**src/rtl/div_clk_monitor.sv**
```systemverilog
// div_clk_monitor: synchronises a divided clock, emits edge strobes, measures its period and tracks lock.
// Define DIV_CLK_MONITOR_DUTY_CHECK_EN to add high-time (duty-cycle) checking.
module div_clk_monitor #(
  parameter int SYNC_STAGES = 2,
  parameter int CNT_W       = 8,
  parameter int EXP_PERIOD  = 8,
  parameter int TOL         = 1,
  parameter int LOCK_COUNT  = 4,
  parameter int TIMEOUT     = 32
) (
  input  logic             clk,
  input  logic             rst_n,
  input  logic             slow_clk,
  output logic             rise_pulse,
  output logic             fall_pulse,
  output logic [CNT_W-1:0] period,
  output logic             period_vld,
  output logic             locked,
  output logic             loss,
  output logic             duty_err
);
  typedef enum logic [1:0] {SEARCH, ACQUIRE, LOCKED, LOST} state_t;
  localparam int GW = $clog2(LOCK_COUNT + 1);
  logic [SYNC_STAGES-1:0] sync_q, sync_d;
  logic                   prev_q, sync, rise, fall;
  logic [CNT_W-1:0]       cnt_q, cnt_d, period_q, period_d;
  logic                   rise_pulse_q, fall_pulse_q, period_vld_q, period_vld_d;
  logic                   good_p, timeout, period_bad;
  state_t                 state_q;
  logic [GW-1:0]          good_q;
  logic                   locked_q, loss_q;
  always_comb begin
    sync_d       = {sync_q[SYNC_STAGES-2:0], slow_clk};
    sync         = sync_q[SYNC_STAGES-1];
    rise         = sync & ~prev_q;
    fall         = ~sync & prev_q;
    cnt_d        = rise ? CNT_W'(1) : (&cnt_q ? cnt_q : cnt_q + 1'b1);
    period_vld_d = rise && state_q != SEARCH;
    period_d     = period_vld_d ? cnt_q : period_q;
    good_p       = (int'(cnt_q) + TOL >= EXP_PERIOD) && (int'(cnt_q) <= EXP_PERIOD + TOL);
    timeout      = cnt_q == CNT_W'(TIMEOUT) && !rise;
  end
  always_ff @(posedge clk or negedge rst_n) begin
    if (!rst_n) begin
      sync_q       <= '0;
      prev_q       <= 1'b0;
      cnt_q        <= '0;
      period_q     <= '0;
      rise_pulse_q <= 1'b0;
      fall_pulse_q <= 1'b0;
      period_vld_q <= 1'b0;
    end else begin
      sync_q       <= sync_d;
      prev_q       <= sync;
      cnt_q        <= cnt_d;
      period_q     <= period_d;
      rise_pulse_q <= rise;
      fall_pulse_q <= fall;
      period_vld_q <= period_vld_d;
    end
  end
`ifdef DIV_CLK_MONITOR_DUTY_CHECK_EN
  logic [CNT_W-1:0] hcnt_q, hcnt_d;
  logic             duty_pend_q, duty_pend_d, duty_err_q, duty_bad;
  always_comb begin
    hcnt_d      = rise ? CNT_W'(1) : (sync && !(&hcnt_q) ? hcnt_q + 1'b1 : hcnt_q);
    duty_bad    = fall && !((int'(hcnt_q) + TOL >= EXP_PERIOD / 2) && (int'(hcnt_q) <= EXP_PERIOD / 2 + TOL));
    duty_pend_d = rise ? 1'b0 : (duty_pend_q | duty_bad);
    period_bad  = !good_p || duty_pend_q;
  end
  always_ff @(posedge clk or negedge rst_n) begin
    if (!rst_n) begin
      hcnt_q      <= '0;
      duty_pend_q <= 1'b0;
      duty_err_q  <= 1'b0;
    end else begin
      hcnt_q      <= hcnt_d;
      duty_pend_q <= duty_pend_d;
      duty_err_q  <= duty_bad;
    end
  end
  assign duty_err = duty_err_q;
`else
  assign period_bad = !good_p;
  assign duty_err   = 1'b0;
`endif
  // Decisions are taken on the internal rise; locked/loss decode the settled state one cycle later.
  always_ff @(posedge clk or negedge rst_n) begin
    if (!rst_n) begin
      state_q  <= SEARCH;
      good_q   <= '0;
      locked_q <= 1'b0;
      loss_q   <= 1'b0;
    end else begin
      locked_q <= state_q == LOCKED;
      loss_q   <= state_q == LOST;
      case (state_q)
        SEARCH: if (rise) begin
          state_q <= ACQUIRE;
          good_q  <= '0;
        end
        ACQUIRE: if (rise) begin
          if (period_bad) good_q <= '0;
          else if (int'(good_q) + 1 >= LOCK_COUNT) begin
            state_q <= LOCKED;
            good_q  <= '0;
          end else good_q <= good_q + 1'b1;
        end else if (timeout) state_q <= SEARCH;
        LOCKED: if ((rise && period_bad) || timeout) state_q <= LOST;
        LOST: if (rise) begin
          state_q <= ACQUIRE;
          good_q  <= '0;
        end
        default: state_q <= SEARCH;
      endcase
    end
  end
  assign rise_pulse = rise_pulse_q;
  assign fall_pulse = fall_pulse_q;
  assign period     = period_q;
  assign period_vld = period_vld_q;
  assign locked     = locked_q;
  assign loss       = loss_q;
endmodule

```
**config.mk**
```make
export PLATFORM = sky130hd
export DESIGN_NAME = div_clk_monitor
export DESIGN_NICKNAME = d
export VERILOG_FILES = /design/src/rtl/div_clk_monitor.sv
export SDC_FILE = /design/constraint.sdc
export NUM_CORES = 1
export LEC_CHECK = 0
export BUFFER_PORTS_ARGS = -buffer_cell sky130_fd_sc_hd__buf_2
export CAP_MARGIN = 20
export CORE_MARGIN = 5
export CORE_UTILIZATION = 37
export CTS_CLUSTER_SIZE = 12
export DETAILED_ROUTE_END_ITERATION = 7
export GPL_ROUTABILITY_DRIVEN = 0
export HOLD_SLACK_MARGIN = 0.02
export MAX_ROUTING_LAYER = met4
export PLACE_DENSITY = 0.63
export SYNTH_ARGS = -nofsm -noshare
export SYNTH_HDL_FRONTEND = slang
export SYNTH_SLANG_ARGS = --single-unit
export TNS_END_PERCENT = 20
```
**constraint.sdc**
```tcl
create_clock -name clk -period 3 [get_ports clk]
set_clock_uncertainty 0.15 [all_clocks]
set_input_delay 0.15 -clock clk [delete_from_list [all_inputs] [get_ports clk]]
set_output_delay 0.15 -clock clk [all_outputs]
set_load 0.03 [all_outputs]
```
==> results of run 1 <==
[state kept, by name, summed over array words and instances (netlist names)]
| register | cells |
|---|---|
| loss | 1 |
| fall_pulse | 1 |
| period | 8 |
| state_q | 2 |
| locked | 1 |
| rise_pulse | 1 |
| prev_q | 1 |
| cnt_q | 8 |
| period_vld | 1 |
| good_q | 3 |
| sync_q | 2 |
[metal layers]
| layer | vias up | track usage | part of all wire |
|---|---|---|---|
| li1 | 464 | - | - |
| met1 | 462 | 0.143 | 0.46 |
| met2 | 38 | 0.180 | 0.45 |
| met3 | 9 | 0.0497 | 0.064 |
| met4 | 0 | 0.0501 | 0.019 |
| met5 | - | - | 0 |
[power breakdown]
part	total (µW)	switching, µW	internal (µW)
logic	382	221	161
registers	544	79.4	465
clock network	314	132	181
total	1240	433	807
[cell usage in the layout, fill, tap and decap left out, types with 2 or more instances in the layout]
master         synthesis  final
dfrtp_1               29     29
buf_2                  0     15
mux2_2                 9      9
nor2_1                 8      8
nand2_1                8      8
ha_1                   8      8
inv_1                  7      7
nor3_1                 7      7
clkbuf_8               0      6
a21oi_1                4      4
nand3_1                4      4
and3_1                 3      3
o21ai_0                3      3
and2_1                 2      2
xor2_1                 2      2
xnor2_1                2      2
dlygate4sd3_1          0      2
[worst paths after layout]
| path | end | depth (start not counted) |
|---|---|---|
| worst max-delay path | state_q[1]$_DFFE_PN0P_ | 5 |
| worst min register to register | sync_q[1]$_DFF_PN0_ | 0 |
| worst max register to register | state_q[1]$_DFFE_PN0P_ | 5 |
| max in group asynchronous | cnt_q[5]$_DFFE_PN0P_ | 2 |
| min in group asynchronous | good_q[2]$_DFFE_PN0P_ | 2 |
| worst min-delay path | sync_q[1]$_DFF_PN0_ | 0 |
[worst register-to-register path, stage by stage, from the launching register on]
cell,delay [ps]
dfrtp_1,450
or4_1,560
a211oi_2,250
nand2_1,110
a221o_1,310
and4b_1,200
[Yosys cell counts (3+ instances only)]
library cell / instances
inv_1: 7
mux2_2: 9
dfrtp_1: 29
clkbuf_1: 4
o21ai_0: 3
a21oi_1: 4
nand3_1: 4
ha_1: 8
nand2_1: 8
nor3_1: 7
nor2_1: 8
and3_1: 3
[through the flow]
step	cell area [µm²]	std cells	setup WS [ps]	hold WS, ps
detailed placement	1470	180	894	61.2
floorplan	1360	122	1040	-296
global route	1580	189	803	224
CTS	1580	189	894	212
global placement	1470	180	949	56.0
finish	1580	189	871	208
[cells by family after synthesis]
kind of cell	count (synthesis)	share of synthesized area
other cells	1	0.00276
mux	10	0.0819
simple gates	40	0.149
fa+ha+maj	8	0.0736
flops	29	0.534
xor+xnor	4	0.0258
compound gates	18	0.0975
buf+inv	12	0.0359
[layout make-up]
class                      count  share of cell area
timing repair buffer          17              0.0602
tap                           48              0.0380
clock buffer                   7              0.0547
multi-input combinational     81               0.371
sequential                    29               0.460
inverter                       7              0.0166
==> flow_summary_export.csv, run 1 <==
group,metric,value,unit
final_layout,area_delta_synth_final,16.1,%
synth,synth_seq_area_share,0.534,
floorplan,fp.dieH,70.6,µm
sta,slew_headroom,0.486,
floorplan,die-width,70.6,µm
worst_hold_path,holdCritPathClass,"flop to flop",
synth,synth_seq_cells,29,
clock_network,cts.htree.levels,2,
sta,worstMarginPinSlew,768,ps
pwr,ir_drop,0.316,mV
synth,ys_warn_count,0,
sta,min_period_over_period,0.710,
worst_setup_path,crit_required,3020,ps
global_route,grt_start_max_net_pins,30,
drt,routedWlPerCell,13.9,µm
worst_setup_path,crit_start,"cnt_q[6]$_DFFE_PN0P_",
sta,fin_crit,2130,ps
clock_network,cts_root_buffer,"clkbuf_8",
final_layout,drive_gt1_frac,0.241,
clock_network,clk_path_buf_depth,2,
worst_setup_path,crit_path_end_kind,"flop",
worst_setup_path,worstSetupPathType,"flop to flop",
synth,netlist_instances,122,
sta,setup_viol,0,
job,maxCapViolCount,0,
clock_network,ctsResizeCount,0,
synth,synth_cell_types,37,
synth,async_flop_share,1.00,
pwr,static-leakage-power,0.000816,µW
sta,fin_setup_tns,0,ps
worst_setup_path,cp_data_arrival_time,2140,ps
synth,syn_avg_cell_area,11.1,µm²
global_route,gr-total-overflow,0,
synth,synth_top_area_frac,0.534,
synth,netlist_area,0.00136,mm²
sta,drv_slew,0,
final_layout,regArea,726,µm²
floorplan,start_util,0.377,
place,hpwl,1860,µm
clock_network,insertion_delay,280,ps
synth,synth_flop_cell,"dfrtp_1",
worst_setup_path,crit_family,"simple AND/OR/NAND/NOR gates",
run_status,status,"finished, final reports clean",
sta,finalHoldViolCount,0,
drt,dr.pass1.iters,5,
final_layout,diodes,0,
final_layout,final_core_util,0.438,
clock_network,cts_buffers,5,
sta,max_freq,0.470,GHz
drt,drc_errors,0,
drt,wl,2630,µm
worst_setup_path,cp_num_buf_inv,0,
drt,postRouteAntennaNets,0,
worst_setup_path,reg2reg_slack,870,ps
floorplan,num_rows,22,
worst_setup_path,cpPeakStageDelay,560,ps
clock_network,clk_pin_slew_worst_paths,60,ps
pwr,p_total,1240,µW
worst_setup_path,crit_chain,"or4_1 > a211oi_2 > nand2_1 > a221o_1 > and4b_1",
drt,drt_iter0_drc,40,
floorplan,coreArea,0.00361,mm²
global_route,antenna_found_initial,0,
synth,synth-edff-count,0,
sta,rsz0062_at_grt,"false",
worst_setup_path,crit_fanout,7,
worst_setup_path,critPathLaunchType,"flop",
drt,viasPerCell,5.15,
clock_network,cts_tree,"done",
final_layout,multi_input_area,586,µm²
clock_network,post_cts_buffers,0,
synth,synthTopCellsByArea,"dfrtp_1 (53%), mux2_2 (7.5%), ha_1 (7.4%)",
worst_setup_path,critPathSlowestCell,"or4_1",
final_layout,fin_nets,152,
worst_hold_path,min_from,"sync_q[0]$_DFF_PN0_",
clock_network,hold_buffers,2,
worst_setup_path,timing.rr.start,"cnt_q[6]$_DFFE_PN0P_",
clock_network,cts.sinks,29,
synth,synth_nets,133,
drt,vias,973,
final_layout,fillers,342,
global_route,grt_pass1_vias,947,
pwr,power.density,785,mW/mm²
global_route,grt_pass1_wl,4470,µm
floorplan,die_area,0.00499,mm²
place,port_buffers,15,
synth,yosysTopAreaCell,"dfrtp_1",
global_route,grtUsageTotal,0.120,
floorplan,io_pins,17,
Power figures use the tool's default switching activity.
==> run 2, diff against run 1 <==
PLACE_DENSITY = 0.65   (was 0.63)
clock period = 1.8 ns   (was 3 ns; I/O delays follow)
==> run 2 against run 1 <==
Effect of this change: the flow now finishes with violations (setup timing); first-iteration DRC count increased by 85%; setup slack got worse by 1000 ps; core utilization up 5.9 points; power grew 95%; hold slack lost 8.9 ps; critical path depth unchanged; final area increased by 13%; via count rose by 8.7%; clock power increased by 120%; wire length up 4.6%; critical path type unchanged.
==> flow_summary_export.csv, run 2 (synthesized netlist as in run 1, its figures left out) <==
group,metric,value,unit
pwr,ir_drop,0.560,mV
job,maxCapViolCount,0,
drt,top_layer,"met4",
pwr,switching_share,0.325,
floorplan,coreArea,0.00361,mm²
global_route,antenna_found_initial,0,
pwr,clkPwrFrac,0.282,
final_layout,fin_nets,172,
clock_network,cts_buffers,5,
pwr,p_comb_frac,0.367,
drt,drc_errors,0,
drt,wl_met3,148,µm
clock_network,cts.htree.levels,2,
pwr,seq_power_share,0.351,
drt,met1_length,1200,µm
drt,postRouteAntennaNets,0,
sta,slew_headroom,0.569,
drt,vias,1058,
final_layout,drive_gt1_frac,0.389,
worst_setup_path,critPathSlowestCell,"or4_1",
sta,setup_viol,4,
sta,rsz0062_at_grt,"true",
drt,dr.pass1.iters,4,
global_route,grt_pass1_vias,997,
sta,drv_slew,0,
drt,routedWlPerCell,13.1,µm
final_layout,multi_input_area,618,µm²
worst_setup_path,crit_end,"state_q[1]$_DFFE_PN0P_",
floorplan,die-width,70.6,µm
floorplan,start_util,0.377,
run_status,violations,"setup timing",
pwr,power.density,1350,mW/mm²
final_layout,layout_common_cells,"dfrtp_1 (29), buf_4 (20), buf_2 (15)",
clock_network,insertion_delay,270,ps
place,hpwl,1970,µm
final_layout,final_core_util,0.497,
floorplan,die_area,0.00499,mm²
final_layout,regArea,726,µm²
worst_setup_path,critPathLaunchType,"flop",
worst_setup_path,crit_fanout,2,
sta,layout_setup_ws,-176,ps
final_layout,fillers,333,
sta,min_period_over_period,1.10,
global_route,gr-total-overflow,0,
pwr,p_switching,787,µW
final_layout,layout.cells.most_common,"dfrtp_1",
clock_network,clk_pin_slew_worst_paths,60,ps
worst_setup_path,cp_data_arrival_time,1990,ps
global_route,grt_pass1_wl,4500,µm
clock_network,cts_root_buffer,"clkbuf_8",
place,place_ws,-164,ps
global_route,grtUsageTotal,0.119,
worst_setup_path,reg2reg_slack,-180,ps
worst_setup_path,crit_path_end_kind,"flop",
drt,drt_iter0_drc,74,
sta,fin_crit,1980,ps
floorplan,io_pins,17,
floorplan,fp.dieH,70.6,µm
worst_hold_path,holdCritPathClass,"flop to flop",
clock_network,cts_tree,"done",
worst_setup_path,ff2ff_path_depth,5,
global_route,grt_start_max_net_pins,30,
pwr,static-leakage-power,0.000934,µW
floorplan,num_rows,22,
worst_setup_path,crit_chain,"or4_1 > a211oi_2 > nand2_1 > a221o_1 > and4b_1",
worst_setup_path,worstSetupPathType,"flop to flop",
drt,wl_met2,1340,µm
worst_setup_path,reg2reg_to,"state_q[1]$_DFFE_PN0P_",
run_status,status,"complete, but fails checks",
drt,wl,2750,µm
worst_setup_path,timing.rr.start,"cnt_q[6]$_DFFE_PN0P_",
clock_network,cts.sinks,29,
worst_setup_path,crit_start,"cnt_q[6]$_DFFE_PN0P_",
sta,max_freq,0.506,GHz
worst_setup_path,cpPeakStageDelay,530,ps
worst_setup_path,crit_required,1810,ps
clock_network,clk_path_buf_depth,2,
final_layout,diodes,0,
pwr,intPower,1640,µW
final_layout,area_delta_synth_final,31.7,%
place,port_buffers,15,
sta,finalHoldViolCount,0,
drt,viasPerCell,5.04,
sta,worstMarginPinSlew,647,ps
## run 2: cell types whose count changed in the layout (fill, tap and decap cells not counted), sizes merged
cell,change
bufinv,+1
buf,+20
## run 2: cell type report
type	instances	area share
multi-input combinational	81	0.345
tap	48	0.0335
sequential	29	0.405
inverter	7	0.0147
clock buffer	7	0.0482
clock inverter	1	0.0168
timing repair buffer	37	0.137
## run 2: worst min-delay path by stage
| stage | start | end | slack (ps) | cells past startpoint |
|---|---|---|---|---|
| 3_5_place_dp | rst_n | loss$_DFF_PN0_ | 6 | 1 |
| 5_1_grt | sync_q[0]$_DFF_PN0_ | sync_q[1]$_DFF_PN0_ | 220 | 0 |
| 4_1_cts | sync_q[0]$_DFF_PN0_ | sync_q[1]$_DFF_PN0_ | 200 | 0 |
| 3_3_place_gp | rst_n | loss$_DFF_PN0_ | -3 | 1 |
| 2_1_floorplan | rst_n | cnt_q[0]$_DFFE_PN0P_ | -360 | 0 |
| 6_report | sync_q[0]$_DFF_PN0_ | sync_q[1]$_DFF_PN0_ | 200 | 0 |
## run 2: stage by stage
step | cells | power (µW) | setup TNS, ps | area [µm²] | hold WS, ps
3_3_place_gp | 200 | 1680 | -102 | 1620 | -3.49
4_1_cts | 210 | 2420 | -241 | 1780 | 202
3_5_place_dp | 200 | 1710 | -248 | 1620 | 5.62
5_1_grt | 210 | 2560 | -610 | 1790 | 220
6_report | 210 | 2420 | -221 | 1790 | 200
2_1_floorplan | 122 | 1390 | -161 | 1360 | -356
## run 2: critical path, delay by kind of cell, from the launching register on
kind | cells | cell delay (ps)
compound gates | 2 | 500
flops | 1 | 370
simple gates | 3 | 850
## run 2: per-layer routing
metal | up-vias | track usage
met1 | 517 | 0.136
met5 | - | -
li1 | 508 | -
met2 | 26 | 0.188
met3 | 7 | 0.0455
met4 | 0 | 0.0501
## run 2: timing repair
item	in CTS	in global routing
resized for setup	4	5
endpoints found under the setup margin	4	7
hold buffers	2	0
endpoints found under the hold margin	30	0
buffers inserted	0	0
## run 2: power by group through the flow
stage / clock network, µW / registers (µW) / logic, µW
2_1_floorplan: 0 / 963 / 426
3_3_place_gp: 0 / 854 / 824
3_5_place_dp: 0 / 860 / 851
4_1_cts: 698 / 851 / 874
5_1_grt: 731 / 865 / 968
6_report: 684 / 850 / 889
==> run 3, diff against run 2 <==
PLACE_DENSITY = 0.63   (was 0.65)
clock period = 1.9 ns   (was 1.8 ns; I/O delays follow)
==> run 3 against run 2 <==
Effect of this change: the run still ends with setup timing left; cell count fell by 1.9%; via count fell by 3.3%; setup slack improved by 120 ps; power fell by 7.5%; clock power fell by 5.3%; global-route usage rose by 0.20 points; core utilization fell by 0.80 points; sequential power fell by 6.0%; maximum frequency rose by 1.2%; clock-buffer cell count did not move; largest cell class unchanged; largest power group is now registers.
==> flow_summary_export.csv, run 3 (synthesized netlist as in run 1, its figures left out) <==
group,metric,value,unit
worst_setup_path,critPathLaunchType,"flop",
pwr,clkPwrFrac,0.289,
run_status,violations,"setup timing",
place,placed_area,0.00159,mm²
global_route,grt_pass1_wl,4690,µm
pwr,seq_power_share,0.356,
drt,routedWlPerCell,12.6,µm
drt,drc_errors,0,
floorplan,fp.dieH,70.6,µm
floorplan,io_pins,17,
clock_network,cts.htree.levels,2,
floorplan,num_rows,22,
sta,slew_headroom,0.576,
sta,max_freq,0.512,GHz
final_layout,drive_gt1_frac,0.367,
sta,drv_slew,0,
pwr,static-leakage-power,0.000913,µW
final_layout,layout_common_cells,"dfrtp_1 (29), buf_4 (16), buf_2 (15)",
worst_setup_path,crit_path_end_kind,"flop",
sta,layout_setup_ws,-52.9,ps
pwr,p_switching,720,µW
final_layout,area_delta_synth_final,29.6,%
sta,min_period_over_period,1.03,
final_layout,layout.cells.most_common,"dfrtp_1",
drt,postRouteAntennaNets,0,
global_route,grt_start_max_net_pins,30,
place,dp_cells,196,
place,port_buffers,15,
clock_network,cts_buffers,5,
floorplan,die-width,70.6,µm
drt,dr.pass1.iters,4,
drt,wl,2600,µm
worst_setup_path,crit_start,"cnt_q[6]$_DFFE_PN0P_",
drt,vias,1023,
sta,rsz0062_at_grt,"true",
global_route,grt_pass1_vias,1070,
clock_network,clk_pin_slew_worst_paths,60,ps
sta,setup_viol,1,
global_route,antenna_found_initial,0,
pwr,intPower,1520,µW
worst_setup_path,timing.rr.start,"cnt_q[6]$_DFFE_PN0P_",
final_layout,postLayoutCellArea,0.00176,mm²
worst_setup_path,crit_required,1910,ps
floorplan,die_area,0.00499,mm²
clock_network,cts.sinks,29,
sta,fin_crit,1950,ps
drt,viasPerCell,4.97,
sta,finalHoldViolCount,0,
worst_setup_path,worstSetupPathType,"flop to flop",
worst_setup_path,cp_data_arrival_time,1960,ps
worst_setup_path,crit_fanout,2,
clock_network,cts_tree,"done",
global_route,grtUsageTotal,0.121,
pwr,ir_drop,0.588,mV
drt,drt_iter0_drc,63,
final_layout,fin_nets,168,
clock_network,clk_path_buf_depth,2,
pwr,switching_share,0.321,
clock_network,cts_root_buffer,"clkbuf_8",
floorplan,start_util,0.377,
final_layout,fillers,325,
pwr,p_comb_frac,0.355,
worst_hold_path,holdCritPathClass,"flop to flop",
run_status,status,"complete, but fails checks",
final_layout,diodes,0,
floorplan,coreArea,0.00361,mm²
worst_hold_path,min_from,"sync_q[0]$_DFF_PN0_",
place,hpwl,1940,µm
sta,worstMarginPinSlew,636,ps
clock_network,post_cts_buffers,0,
pwr,power.density,1270,mW/mm²
final_layout,post_layout_nonfiller_instances,206,
job,maxCapViolCount,0,
clock_network,insertion_delay,280,ps
global_route,gr-total-overflow,0,
run 3: per-stage QoR:
| step | hold WS (ps) | worst slack (ps) | util | power [µW] | setup TNS, ps |
|---|---|---|---|---|---|
| 6_report | 204 | -52.9 | 0.489 | 2240 | -52.9 |
| 5_1_grt | 212 | -113 | 0.489 | 2400 | -191 |
| 4_1_cts | 206 | -53.8 | 0.481 | 2250 | -53.8 |
| 3_5_place_dp | 3.52 | -51.9 | 0.442 | 1580 | -51.9 |
| 3_3_place_gp | -7.90 | -2.78 | 0.442 | 1560 | -2.78 |
| 2_1_floorplan | -351 | -61.4 | - | 1320 | -61.4 |
run 3: area by class of cell:
cell class,count,area (µm²),area share
clock inverter,1,30.0,0.0170
clock buffer,7,86.3,0.0490
inverter,7,26.3,0.0149
timing repair buffer,33,215,0.122
multi-input combinational,81,619,0.351
sequential,29,726,0.412
tap,48,60.1,0.0341
run 3: path summary, 6_finish.rpt:
check                                          to  slack (ps)  cells after the start
setup / recovery           state_q[1]$_DFFE_PN0P_         -50                      5
hold / removal                sync_q[1]$_DFF_PN0_         200                      0
setup reg to reg           state_q[1]$_DFFE_PN0P_         -50                      5
hold reg to reg               sync_q[1]$_DFF_PN0_         200                      0
max in group asynchronous  state_q[1]$_DFFE_PN0P_         960                      2
min in group asynchronous          loss$_DFF_PN0_         220                      2
run 3: what timing repair did:
action,4_1_cts,5_1_grt
gates resized for setup,1,7
hold buffers,2,0
hold endpoints to repair,30,0
pin swaps,0,2
setup endpoints to repair,1,6
run 3: worst max-delay path, stage by stage, from the launching register on:
cell and delay (ps):
dfrtp_1 370, or4_4 530, a211oi_2 180, nand2_1 90, a221o_1 300, and4b_1 210
run 3: per-layer routing:
layer,share of wire,GRT usage,vias up,wire length [µm]
met5,0,-,-,0
met3,0.049,0.0540,3,128
met1,0.44,0.138,504,1150
met2,0.50,0.192,24,1290
li1,-,-,492,-
met4,0.012,0.0397,0,31
run 3: power by group through the flow:
stage / registers, µW / clock network [µW] / logic, µW
2_1_floorplan: 912 / 0 / 403
3_3_place_gp: 804 / 0 / 756
3_5_place_dp: 811 / 0 / 773
4_1_cts: 801 / 668 / 781
5_1_grt: 821 / 701 / 877
6_report: 799 / 648 / 795
